## config.mk

```make
export PLATFORM = sky130hd
export DESIGN_NAME = hamming_enc_arbiter
export DESIGN_NICKNAME = d
export VERILOG_FILES = /design/src/rtl/hamming_enc_arbiter_pkg.sv /design/src/rtl/hamming_enc_arbiter_calcula_hamming.sv /design/src/rtl/hamming_enc_arbiter.sv
export SDC_FILE = /design/constraint.sdc
export NUM_CORES = 1
export LEC_CHECK = 0
export CAP_MARGIN = 10
export CORE_ASPECT_RATIO = 0.7
export CORE_MARGIN = 2
export CORE_UTILIZATION = 39
export DETAILED_ROUTE_END_ITERATION = 7
export PLACE_DENSITY = 0.73
export SKIP_LAST_GASP = 1
export SYNTH_ARGS = -nofsm -noshare
export SYNTH_HDL_FRONTEND = slang
export SYNTH_HIERARCHICAL = 1
export SYNTH_SLANG_ARGS = --single-unit
```

## constraint.sdc

```tcl
create_clock -name clk -period 4.1 [get_ports clk]
set_input_delay 0.615 -clock clk [delete_from_list [all_inputs] [get_ports clk]]
set_output_delay 0.615 -clock clk [all_outputs]
set_load 0.02 [all_outputs]
```

## src/rtl/hamming_enc_arbiter_pkg.sv

```systemverilog
// Purpose: shared constants, types and parity helper for the Hamming(15,11) encoder arbiter.
// Latency: n/a (declarations only).
// Backpressure: n/a.
package hamming_enc_arbiter_pkg;

  localparam int DATA_W = 11;
  localparam int CODE_W = 15;

  // Parity bit positions inside the 15-bit codeword
  localparam int P1_POS = 0;
  localparam int P2_POS = 1;
  localparam int P4_POS = 3;
  localparam int P8_POS = 7;

  // Codeword position of data bit v[i] (d1..d11 fill the non-power-of-two slots)
  localparam int DATA_POS [DATA_W] = '{2, 4, 5, 6, 8, 9, 10, 11, 12, 13, 14};

  // Output register occupancy
  typedef enum logic {
    OUT_EMPTY = 1'b0,
    OUT_FULL  = 1'b1
  } out_state_e;

  // Returns {p8, p4, p2, p1} for an 11-bit data word
  function automatic logic [3:0] hamming_parity(input logic [DATA_W-1:0] v);
    logic p1, p2, p4, p8;
    p1 = v[0] ^ v[1] ^ v[3] ^ v[4] ^ v[6] ^ v[8] ^ v[10];
    p2 = v[0] ^ v[2] ^ v[3] ^ v[5] ^ v[6] ^ v[9] ^ v[10];
    p4 = v[1] ^ v[2] ^ v[3] ^ v[7] ^ v[8] ^ v[9] ^ v[10];
    p8 = v[4] ^ v[5] ^ v[6] ^ v[7] ^ v[8] ^ v[9] ^ v[10];
    return {p8, p4, p2, p1};
  endfunction

endpackage

```

## src/rtl/hamming_enc_arbiter_calcula_hamming.sv

```systemverilog
// Purpose: combinational Hamming(15,11) encoder, data word in, codeword out.
// Latency: 0 cycles (pure combinational).
// Backpressure: none; no handshake, output follows input.
module calcula_hamming
  import hamming_enc_arbiter_pkg::*;
(
  input  logic [DATA_W-1:0] entrada,
  output logic [CODE_W-1:0] saida
);

  logic [3:0] par;

  // Scatter data bits into their slots and drop the four parity bits in
  always_comb begin
    saida = '0;
    par   = hamming_parity(entrada);
    for (int i = 0; i < DATA_W; i++) begin
      saida[DATA_POS[i]] = entrada[i];
    end
    saida[P1_POS] = par[0];
    saida[P2_POS] = par[1];
    saida[P4_POS] = par[2];
    saida[P8_POS] = par[3];
  end

endmodule

```

## src/rtl/hamming_enc_arbiter.sv

```systemverilog
// Purpose: round-robin shares one Hamming(15,11) encoder between N requesters into a registered output.
// Latency: 1 cycle from accepted word to cw_data; one word per cycle sustained.
// Backpressure: req_ready is low for everyone while the output register is full and cw_ready is low.
module hamming_enc_arbiter
  import hamming_enc_arbiter_pkg::*;
#(
  parameter int N  = 4,
  parameter int CW = 16
) (
  input  logic                   clk,
  input  logic                   rst_n,
  input  logic [N-1:0]           req_valid,
  input  logic [N*DATA_W-1:0]    req_data,
  output logic [N-1:0]           req_ready,
  output logic                   cw_valid,
  input  logic                   cw_ready,
  output logic [CODE_W-1:0]      cw_data,
  output logic [$clog2(N)-1:0]   cw_src,
  output logic [CW-1:0]          cw_count
);

  localparam int SW = $clog2(N);

  out_state_e        state_q;
  out_state_e        state_d;
  logic [SW-1:0]     rr_ptr;
  logic              grant_vld;
  logic [SW-1:0]     grant_idx;
  logic [SW-1:0]     rr_next;
  logic [DATA_W-1:0] grant_word;
  logic [CODE_W-1:0] grant_code;
  logic              load;
  logic              xfer;
  logic              consume;

  // Output register can take a word when empty or being drained this cycle
  assign load    = !cw_valid || cw_ready;
  assign consume = cw_valid && cw_ready;
  // Reset gating keeps req_ready low while rst_n is asserted
  assign xfer    = rst_n && load && grant_vld;

  // Round-robin scan: first pass from rr_ptr upwards, second pass wraps below rr_ptr
  always_comb begin
    grant_vld = 1'b0;
    grant_idx = '0;
    for (int i = 0; i < N; i++) begin
      if (!grant_vld && req_valid[i] && (SW'(i) >= rr_ptr)) begin
        grant_vld = 1'b1;
        grant_idx = SW'(i);
      end
    end
    for (int i = 0; i < N; i++) begin
      if (!grant_vld && req_valid[i] && (SW'(i) < rr_ptr)) begin
        grant_vld = 1'b1;
        grant_idx = SW'(i);
      end
    end
  end

  // Steer the granted word into the shared encoder and raise its ready
  always_comb begin
    grant_word = '0;
    req_ready  = '0;
    for (int i = 0; i < N; i++) begin
      if (grant_idx == SW'(i)) begin
        grant_word   = req_data[i*DATA_W +: DATA_W];
        req_ready[i] = xfer;
      end
    end
  end

  // Pointer advances past the winner, wrapping at N (N need not be a power of two)
  always_comb begin
    if (grant_idx == SW'(N - 1)) begin
      rr_next = '0;
    end else begin
      rr_next = grant_idx + SW'(1);
    end
  end

  calcula_hamming u_enc (
    .entrada (grant_word),
    .saida   (grant_code)
  );

  // Output register occupancy state
  always_ff @(posedge clk or negedge rst_n) begin
    if (!rst_n) begin
      state_q <= OUT_EMPTY;
    end else begin
      state_q <= state_d;
    end
  end

  // Fill on transfer; drain only when consumed without a same-cycle reload
  always_comb begin
    state_d = state_q;
    case (state_q)
      OUT_EMPTY: if (xfer) state_d = OUT_FULL;
      OUT_FULL:  if (consume && !xfer) state_d = OUT_EMPTY;
      default:   state_d = OUT_EMPTY;
    endcase
  end

  // Valid is a direct decode of the occupancy state
  always_comb begin
    cw_valid = (state_q == OUT_FULL);
  end

  // Capture codeword, source tag and next arbitration start on every transfer
  always_ff @(posedge clk or negedge rst_n) begin
    if (!rst_n) begin
      cw_data <= '0;
      cw_src  <= '0;
      rr_ptr  <= '0;
    end else if (xfer) begin
      cw_data <= grant_code;
      cw_src  <= grant_idx;
      rr_ptr  <= rr_next;
    end
  end

  // Count codewords handed to the sink; wraps naturally at 2^CW
  always_ff @(posedge clk or negedge rst_n) begin
    if (!rst_n) begin
      cw_count <= '0;
    end else if (consume) begin
      cw_count <= cw_count + CW'(1);
    end
  end

endmodule

```

==> summary.txt, run 1 <==
Critical path
  – Worst path required time: 4270 ps
  – Critical path class: input port to flip-flop
  – CP Cell Sequence: clkdlybuf4s50_1 > a21oi_1 > o21ai_0 > o2bb2a_1 > inv_1 > ha_1 > nor2b_1 > a221oi_1 > o31ai_1 > xor3_2 > xnor3_1 > mux2_4
  – Worst-path fanout max: 5
  – Nature of the critical path startpoint: input port
  – Slowest cell on crit path: clkdlybuf4s50_1
  – Worst path arrival time: 4190 ps
  – CP max stage delay: 590 ps
  – Crit end category: flip-flop

Floorplan
  – Die ar.: 0.00654 sq mm
  – Height of the die: 68.2 um
  – Initial Util: 40.4%
  – Die W: 95.8 um
  – Row cnt: 23
  – Top Ports: 89
  – Core area: 0.00570 sq mm

Clock tree
  – Deepest clock path buffer count: 2
  – Clock Sinks: 36
  – Clock root buffer: clkbuf_8
  – Post-CTS Hold Buffers: 0
  – CTS buffer count: 5
  – CTS H-tree lvls: 2
  – CTS tree: done
  – Skew-Pair Late Insertion Delay: 290 ps
  – Setup Fix Bufs, Post-CTS: 0
  – Clock transition at path regs: 80 ps

Final layout
  – # nets final: 345
  – FILL cells: 466
  – N_diodes: 0
  – Share of layout cells above drive strength 1: 16.9%
  – Area delta synth->final: 44.8%

Synthesis
  – Sequential fraction of the synthesis area: 39.2%
  – Synth Cell Area: 0.00230 sq mm
  – Post-Syn Instances: 203
  – Avg Cell Area, Syn: 11.3 sq um
  – FFs w/ async S/R, synth: 100%
  – Ys Warns: 6
  – Register bit count reported by yosys: 36
  – Top FF cell, synth: dfrtp_1
  – Netlist cell types: 34
  – Post-synth EDFFs: 0
  – Syn nets: 259

Min path
  – Worst min-delay path class: input port to async pin

Global route
  – Pin count of the biggest net entering global routing: 37
  – Antenna violations before repair: 0
  – First-pass GRT wire length: 8980 um
  – Tot GR Track Use: 17.9%
  – Vias in the first global route: 1,837
  – Grt ovf: 0

Timing
  – Fmax: 249 MHz
  – Worst Max-Slew Pin Slew: 544 ps
  – Final Skew: 7.73 ps
  – Fin crit share: 98.0%
  – Final WS setup: 81.4 ps
  – Final setup vio count: 0
  – Slew headroom: 63.5%
  – Hold Violations, Final: 0
  – Unrepaired setup endpoints after global routing: true
  – Fin Setup TNS: 0 ps
  – Fin. max-slew vios: 0
  – Crit path time final: 4020 ps

Place
  – Routability cong.: 0.799
  – Dpl ws: -152 ps
  – Port bufs: 88
  – Final HPWL DP: 4340 um

Pwr
  – Gate power share: 66.3%
  – Power Density: 750 mW/mm^2
  – Share of total power in the clock network: 10.5%
  – NetSw: 0.867 mW
  – Int Pwr: 1.63 mW
  – Sw Ratio: 34.7%
  – Seq pwr share: 23.2%
  – Static leakage: 1.47 nW
  – Max VDD drop: 0.000450 V

Drt
  – Initial drt markers: 97
  – ANT nets after route: 0
  – # DRC: 0
  – DR WL/cell: 15.4 um
  – Via count: 1,794
  – Final Routed Wirelength: 5630 um
  – First drt pass iteration count: 4
  – DR vias/cell: 4.92

Flow run
  – Maxcap violations: 0

Status
  – Status: finished clean
-- routing by layer --
metal | wire (um) | track usage, %
met3 | 245 | 3.96
met1 | 2690 | 25.3
met5 | 0 | 0
met2 | 2620 | 28.1
met4 | 76 | 4.64
-- metrics by stage --
| stage | utilization [%] | hold slack [ps] | std cells | power [mW] | area [sq um] |
|---|---|---|---|---|---|
| floorplan | - | 319 | 203 | 1.81 | 2300 |
| global placement | 56.5 | 461 | 357 | 2.20 | 3220 |
| detailed placement | 56.5 | 481 | 357 | 2.23 | 3220 |
| CTS | 58.1 | 416 | 365 | 2.51 | 3310 |
| global route | 58.4 | 448 | 365 | 2.66 | 3330 |
| finish | 58.4 | 398 | 365 | 2.50 | 3330 |
-- state kept, by name (all words and copies together), names as in the netlist --
| name | cells |
|---|---|
| cw_count | 16 |
| cw_data | 15 |
| cw_src | 2 |
| cw_valid | 1 |
| rr_ptr | 2 |
-- worst max-delay path: cells and delay by family --
| family | cells | cell delay, ps |
|---|---|---|
| compound gates | 5 | 1230 |
| mux | 1 | 260 |
| buf+inv | 2 | 700 |
| xor+xnor | 2 | 920 |
| fa+ha+maj | 1 | 180 |
| simple gates | 1 | 270 |
-- synth_stat cells, types with 2 or more instances --
| library cell | n | area share (%) |
|---|---|---|
| buf_4 | 11 | 3.6 |
| nand3_1 | 8 | 1.7 |
| a221oi_1 | 10 | 3.8 |
| mux2_4 | 15 | 9.8 |
| buf_6 | 2 | 0.98 |
| xnor3_1 | 3 | 2.9 |
| clkbuf_1 | 6 | 0.98 |
| dfrtp_1 | 36 | 39 |
| o31ai_1 | 10 | 3.3 |
| o21ai_0 | 4 | 0.87 |
| and3_1 | 2 | 0.54 |
| mux2i_1 | 3 | 1.3 |
| xnor2_1 | 13 | 5.0 |
| ha_1 | 5 | 2.7 |
| xor2_1 | 7 | 2.7 |
| xor3_4 | 2 | 2.4 |
| nor2_1 | 4 | 0.65 |
| and2_1 | 4 | 1.1 |
| nand2_1 | 18 | 2.9 |
| mux2_2 | 4 | 2.0 |
| nor3_1 | 3 | 0.65 |
| a21oi_1 | 3 | 0.65 |
| nor2b_1 | 11 | 3.0 |
| inv_1 | 9 | 1.5 |
-- final timing paths --
kind | slack (ps) | to | cells after the start | start
setup / recovery | 80 | cw_data[0] | 12 | req_valid[0]
hold / removal | 400 | cw_count[12] | 2 | rst_n
setup reg to reg | 540 | cw_data[0] | 11 | rr_ptr[1]
hold reg to reg | 490 | cw_count[5] | 1 | cw_count[5]
max in group asynchronous | 3370 | cw_count[3] | 2 | rst_n
min in group clk | 490 | cw_count[5] | 1 | cw_count[5]
-- power by group through the flow --
stage          sequential, mW  combinational (mW)  clock (mW)
6_report                0.579                1.66       0.262
5_1_grt                 0.600                1.78       0.282
3_3_place_gp            0.585                1.61           0
4_1_cts                 0.581                1.65       0.271
3_5_place_dp            0.583                1.65           0
2_1_floorplan           0.702                1.10           0
-- cells in the final DEF (no fill, tap or decap), types with 4 or more instances in the layout --
cell type        Yosys  routed
nand3_1              8       8
dfrtp_1             36      36
nor2_1               4       4
nand2_1             18      18
o21ai_0              4       4
xnor2_1             13      13
buf_4               11      10
clkdlybuf4s50_1      0      87
a221oi_1            10      10
o31ai_2              0       4
o31ai_1             10       6
xor2_1               7       7
mux2_2               4       4
mux2_4              15      15
ha_1                 5       5
nor2b_1             11      11
clkbuf_8             0       6
inv_1                9       9
and2_1               4       4
-- kinds of logic (layout without fill, tap and decap cells) --
group,after synthesis,count (layout),synth area share [%]
fa+ha+maj,5,5,2.72
compound gates,31,31,10.6
mux,22,22,13.1
buf+inv,28,115,7.02
flops,36,36,39.2
xor+xnor,27,27,15.1
simple gates,54,54,12.4
-- repair_timing --
item	CTS	global route
endpoints found under the hold margin	0	0
setup endpoints to repair	0	4
gates resized for setup	0	4
-- area by class of cell --
cell class / instances / area, sq um / area share [%]
Clock inverter: 2 / 10.0 / 0.301
Inverter: 9 / 33.8 / 1.01
Timing Repair Buffer: 98 / 951 / 28.6
Sequential cell: 36 / 901 / 27.1
Multi-Input combinational cell: 139 / 1260 / 37.8
Clock buffer: 6 / 82.6 / 2.48
Tap cell: 75 / 93.8 / 2.82
No activity file was read; power rests on OpenSTA's default activity.
==> run 2, diff against run 1 <==
clock period = 3.7 ns   (was 4.1 ns; I/O delays follow)
==> run 2 against run 1 <==
Sequential power rose by 11%; worst setup slack improved by 2.4 ps; via count rose by 2.2%; non-clock buffer count rose by 15; combinational power rose by 19%; clock-buffer cell count rose by 1; sequential cell count did not move; register-to-register slack got worse by 160 ps; highest routed layer unchanged.
==> summary.txt, run 2 (synthesis results as in run 1) <==
Status
  – Status: finished clean (unchanged)

Critical path
  – Worst-path fanout max: 9 (was 5)
  – Reg2reg setup slack: 380 ps (was 540 ps)
  – R2R Path Start: rr_ptr[1] (unchanged)
  – Critical path class: input port to flip-flop (unchanged)
  – Worst path arrival time: 3780 ps (was 4190 ps)
  – Critical Path Start: req_valid[0] (unchanged)
  – Crit end category: flip-flop (unchanged)
  – Worst path required time: 3870 ps (was 4270 ps)
  – Nature of the critical path startpoint: input port (unchanged)

Flow run
  – Maxcap violations: 0 (unchanged)

Place
  – Port bufs: 88 (unchanged)
  – Cell Area, Placed: 0.00334 sq mm (was 0.00322 sq mm)
  – Cell Count Post-Placement: 372 (was 357)
  – Final HPWL DP: 4450 um (was 4340 um)
  – Routability cong.: 0.779 (was 0.799)
  – Dpl ws: -252 ps (was -152 ps)

Floorplan
  – Top Ports: 89 (unchanged)
  – Core area: 0.00570 sq mm (unchanged)
  – Row cnt: 23 (unchanged)
  – Height of the die: 68.2 um (unchanged)
  – Die ar.: 0.00654 sq mm (unchanged)
  – Initial Util: 40.4% (unchanged)
  – Die W: 95.8 um (unchanged)

Timing
  – Crit path time final: 3620 ps
  – Fin. max-slew vios: 0 (unchanged)
  – Hold Violations, Final: 0 (unchanged)
  – Final WS setup: 83.8 ps (was 81.4 ps)
  – Fmax: 277 MHz
  – Final Skew: 6.97 ps (was 7.73 ps)
  – Final setup vio count: 0 (unchanged)
  – Worst Max-Slew Pin Slew: 930 ps (was 544 ps)
  – Unrepaired setup endpoints after global routing: true (unchanged)
  – Fin crit share: 97.7%
  – Slew headroom: 38.0% (was 63.5%)

Global route
  – Pin count of the biggest net entering global routing: 37 (unchanged)
  – First-pass GRT wire length: 8960 um (was 8980 um)
  – Antenna violations before repair: 0 (unchanged)
  – Tot GR Track Use: 18.2% (was 17.9%)
  – Vias in the first global route: 1,848 (was 1,837)
  – Grt ovf: 0 (unchanged)

Final layout
  – Largest register by flop count: cw_count (unchanged)
  – FF/Latch Area: 901 sq um (unchanged)
  – Cell Count, Final, Fillers Out: 380 (was 365)
  – Leading registers by flop count: cw_count: 16 flops, cw_data: 15 flops (unchanged)
  – # nets final: 360 (was 345)
  – Commonest non-fill, non-tap cell in the layout: clkdlybuf4s50_1 (unchanged)
  – Multi-input gate area: 0.00125 sq mm (was 0.00126 sq mm)
  – Most frequent cells in the layout: clkdlybuf4s50_1, dfrtp_1, buf_4 (was clkdlybuf4s50_1, dfrtp_1, nand2_1)
  – Max FFs per register: 16 (unchanged)
  – FILL cells: 484 (was 466)
  – N_diodes: 0 (unchanged)
  – Area delta synth->final: 51.6% (was 44.8%)
  – Finished layout cell area: 0.00349 sq mm (was 0.00333 sq mm)
  – Share of layout cells above drive strength 1: 20.7% (was 16.9%)
  – Final Util: 61.2% (was 58.4%)

Clock tree
  – Clock root buffer: clkbuf_8 (unchanged)
  – Deepest clock path buffer count: 2 (unchanged)
  – Post-CTS Hold Buffers: 0 (unchanged)
  – CTS tree: done (unchanged)
  – Clock transition at path regs: 70 ps (was 80 ps)
  – Skew-Pair Late Insertion Delay: 280 ps (was 290 ps)
  – CTS buffer count: 5 (unchanged)
  – Clock Sinks: 36 (unchanged)
  – CTS H-tree lvls: 2 (unchanged)

Drt
  – DR WL/cell: 14.9 um (was 15.4 um)
  – Final Routed Wirelength: 5640 um (was 5630 um)
  – # DRC: 0 (unchanged)
  – ANT nets after route: 0 (unchanged)
  – First drt pass iteration count: 4 (unchanged)
  – DR vias/cell: 4.82 (was 4.92)
  – Via count: 1,833 (was 1,794)
  – Initial drt markers: 76 (was 97)

Pwr
  – Power Density: 858 mW/mm^2 (was 750 mW/mm^2)
  – Max VDD drop: 0.000531 V (was 0.000450 V)
  – Static leakage: 1.56 nW (was 1.47 nW)

Min path
  – Worst min-delay path class: input port to async pin (unchanged)
==> run 2: cell types whose count changed in the layout (fill, tap and decap cells not counted), sizes merged <==
cell	previous run	this run
clkinv	2	0
clkbuf	6	7
bufinv	0	1
buf	11	26
==> run 2: final cells by class <==
| type | count | share of cell area [%] |
|---|---|---|
| Inverter | 9 | 0.969 |
| Sequential cell | 36 | 25.8 |
| Timing Repair Buffer | 113 | 30.9 |
| Clock buffer | 7 | 2.76 |
| Multi-Input combinational cell | 139 | 36.0 |
| Tap cell | 75 | 2.69 |
| Clock inverter | 1 | 0.861 |
==> run 2: report_power, final <==
group          switching, mW  internal [mW]  total [mW]
Sequential             0.111          0.534       0.645
Clock                  0.137          0.238       0.375
Combinational          0.739           1.23        1.97
==> run 2: final timing paths <==
check | to | depth (start not counted)
hold reg to reg | cw_count[15] | 1
min in group clk | cw_count[15] | 1
max in group asynchronous | cw_data[3] | 2
hold / removal | cw_count[14] | 2
setup reg to reg | cw_data[7] | 12
setup / recovery | cw_data[7] | 13
==> run 2: repair_timing <==
action,4_1_cts,5_1_grt
gates resized for setup,0,3
setup endpoints to repair,0,3
setup buffers,0,0
==> run 2: worst max-delay path: stages <==
cell and delay, ps:
clkdlybuf4s50_1 480, a21oi_1 160, o21ai_0 80, o2bb2a_1 250
inv_1 60, ha_1 220, buf_4 180, o21ai_0 160
mux2i_1 80, o21ai_0 530, xor3_4 550, xnor3_1 200
mux2_2 270
==> run 2: routing by layer <==
metal | wire (um) | track usage (%) | share of wire [%]
met3 | 207 | 3.85 | 3.7
met5 | 0 | 0 | 0
met2 | 2700 | 29.5 | 48
met4 | 55 | 5.18 | 0.97
met1 | 2680 | 24.8 | 47
==> run 2: through the flow <==
stage | setup TNS [ps] | hold WS (ps) | total power, mW
after floorplan | 0 | 259 | 2.00
after global placement | -216 | 463 | 2.56
after detailed placement | -797 | 473 | 2.61
after CTS | 0 | 358 | 3.01
after global routing | -79.0 | 378 | 3.20
final | 0 | 349 | 2.99
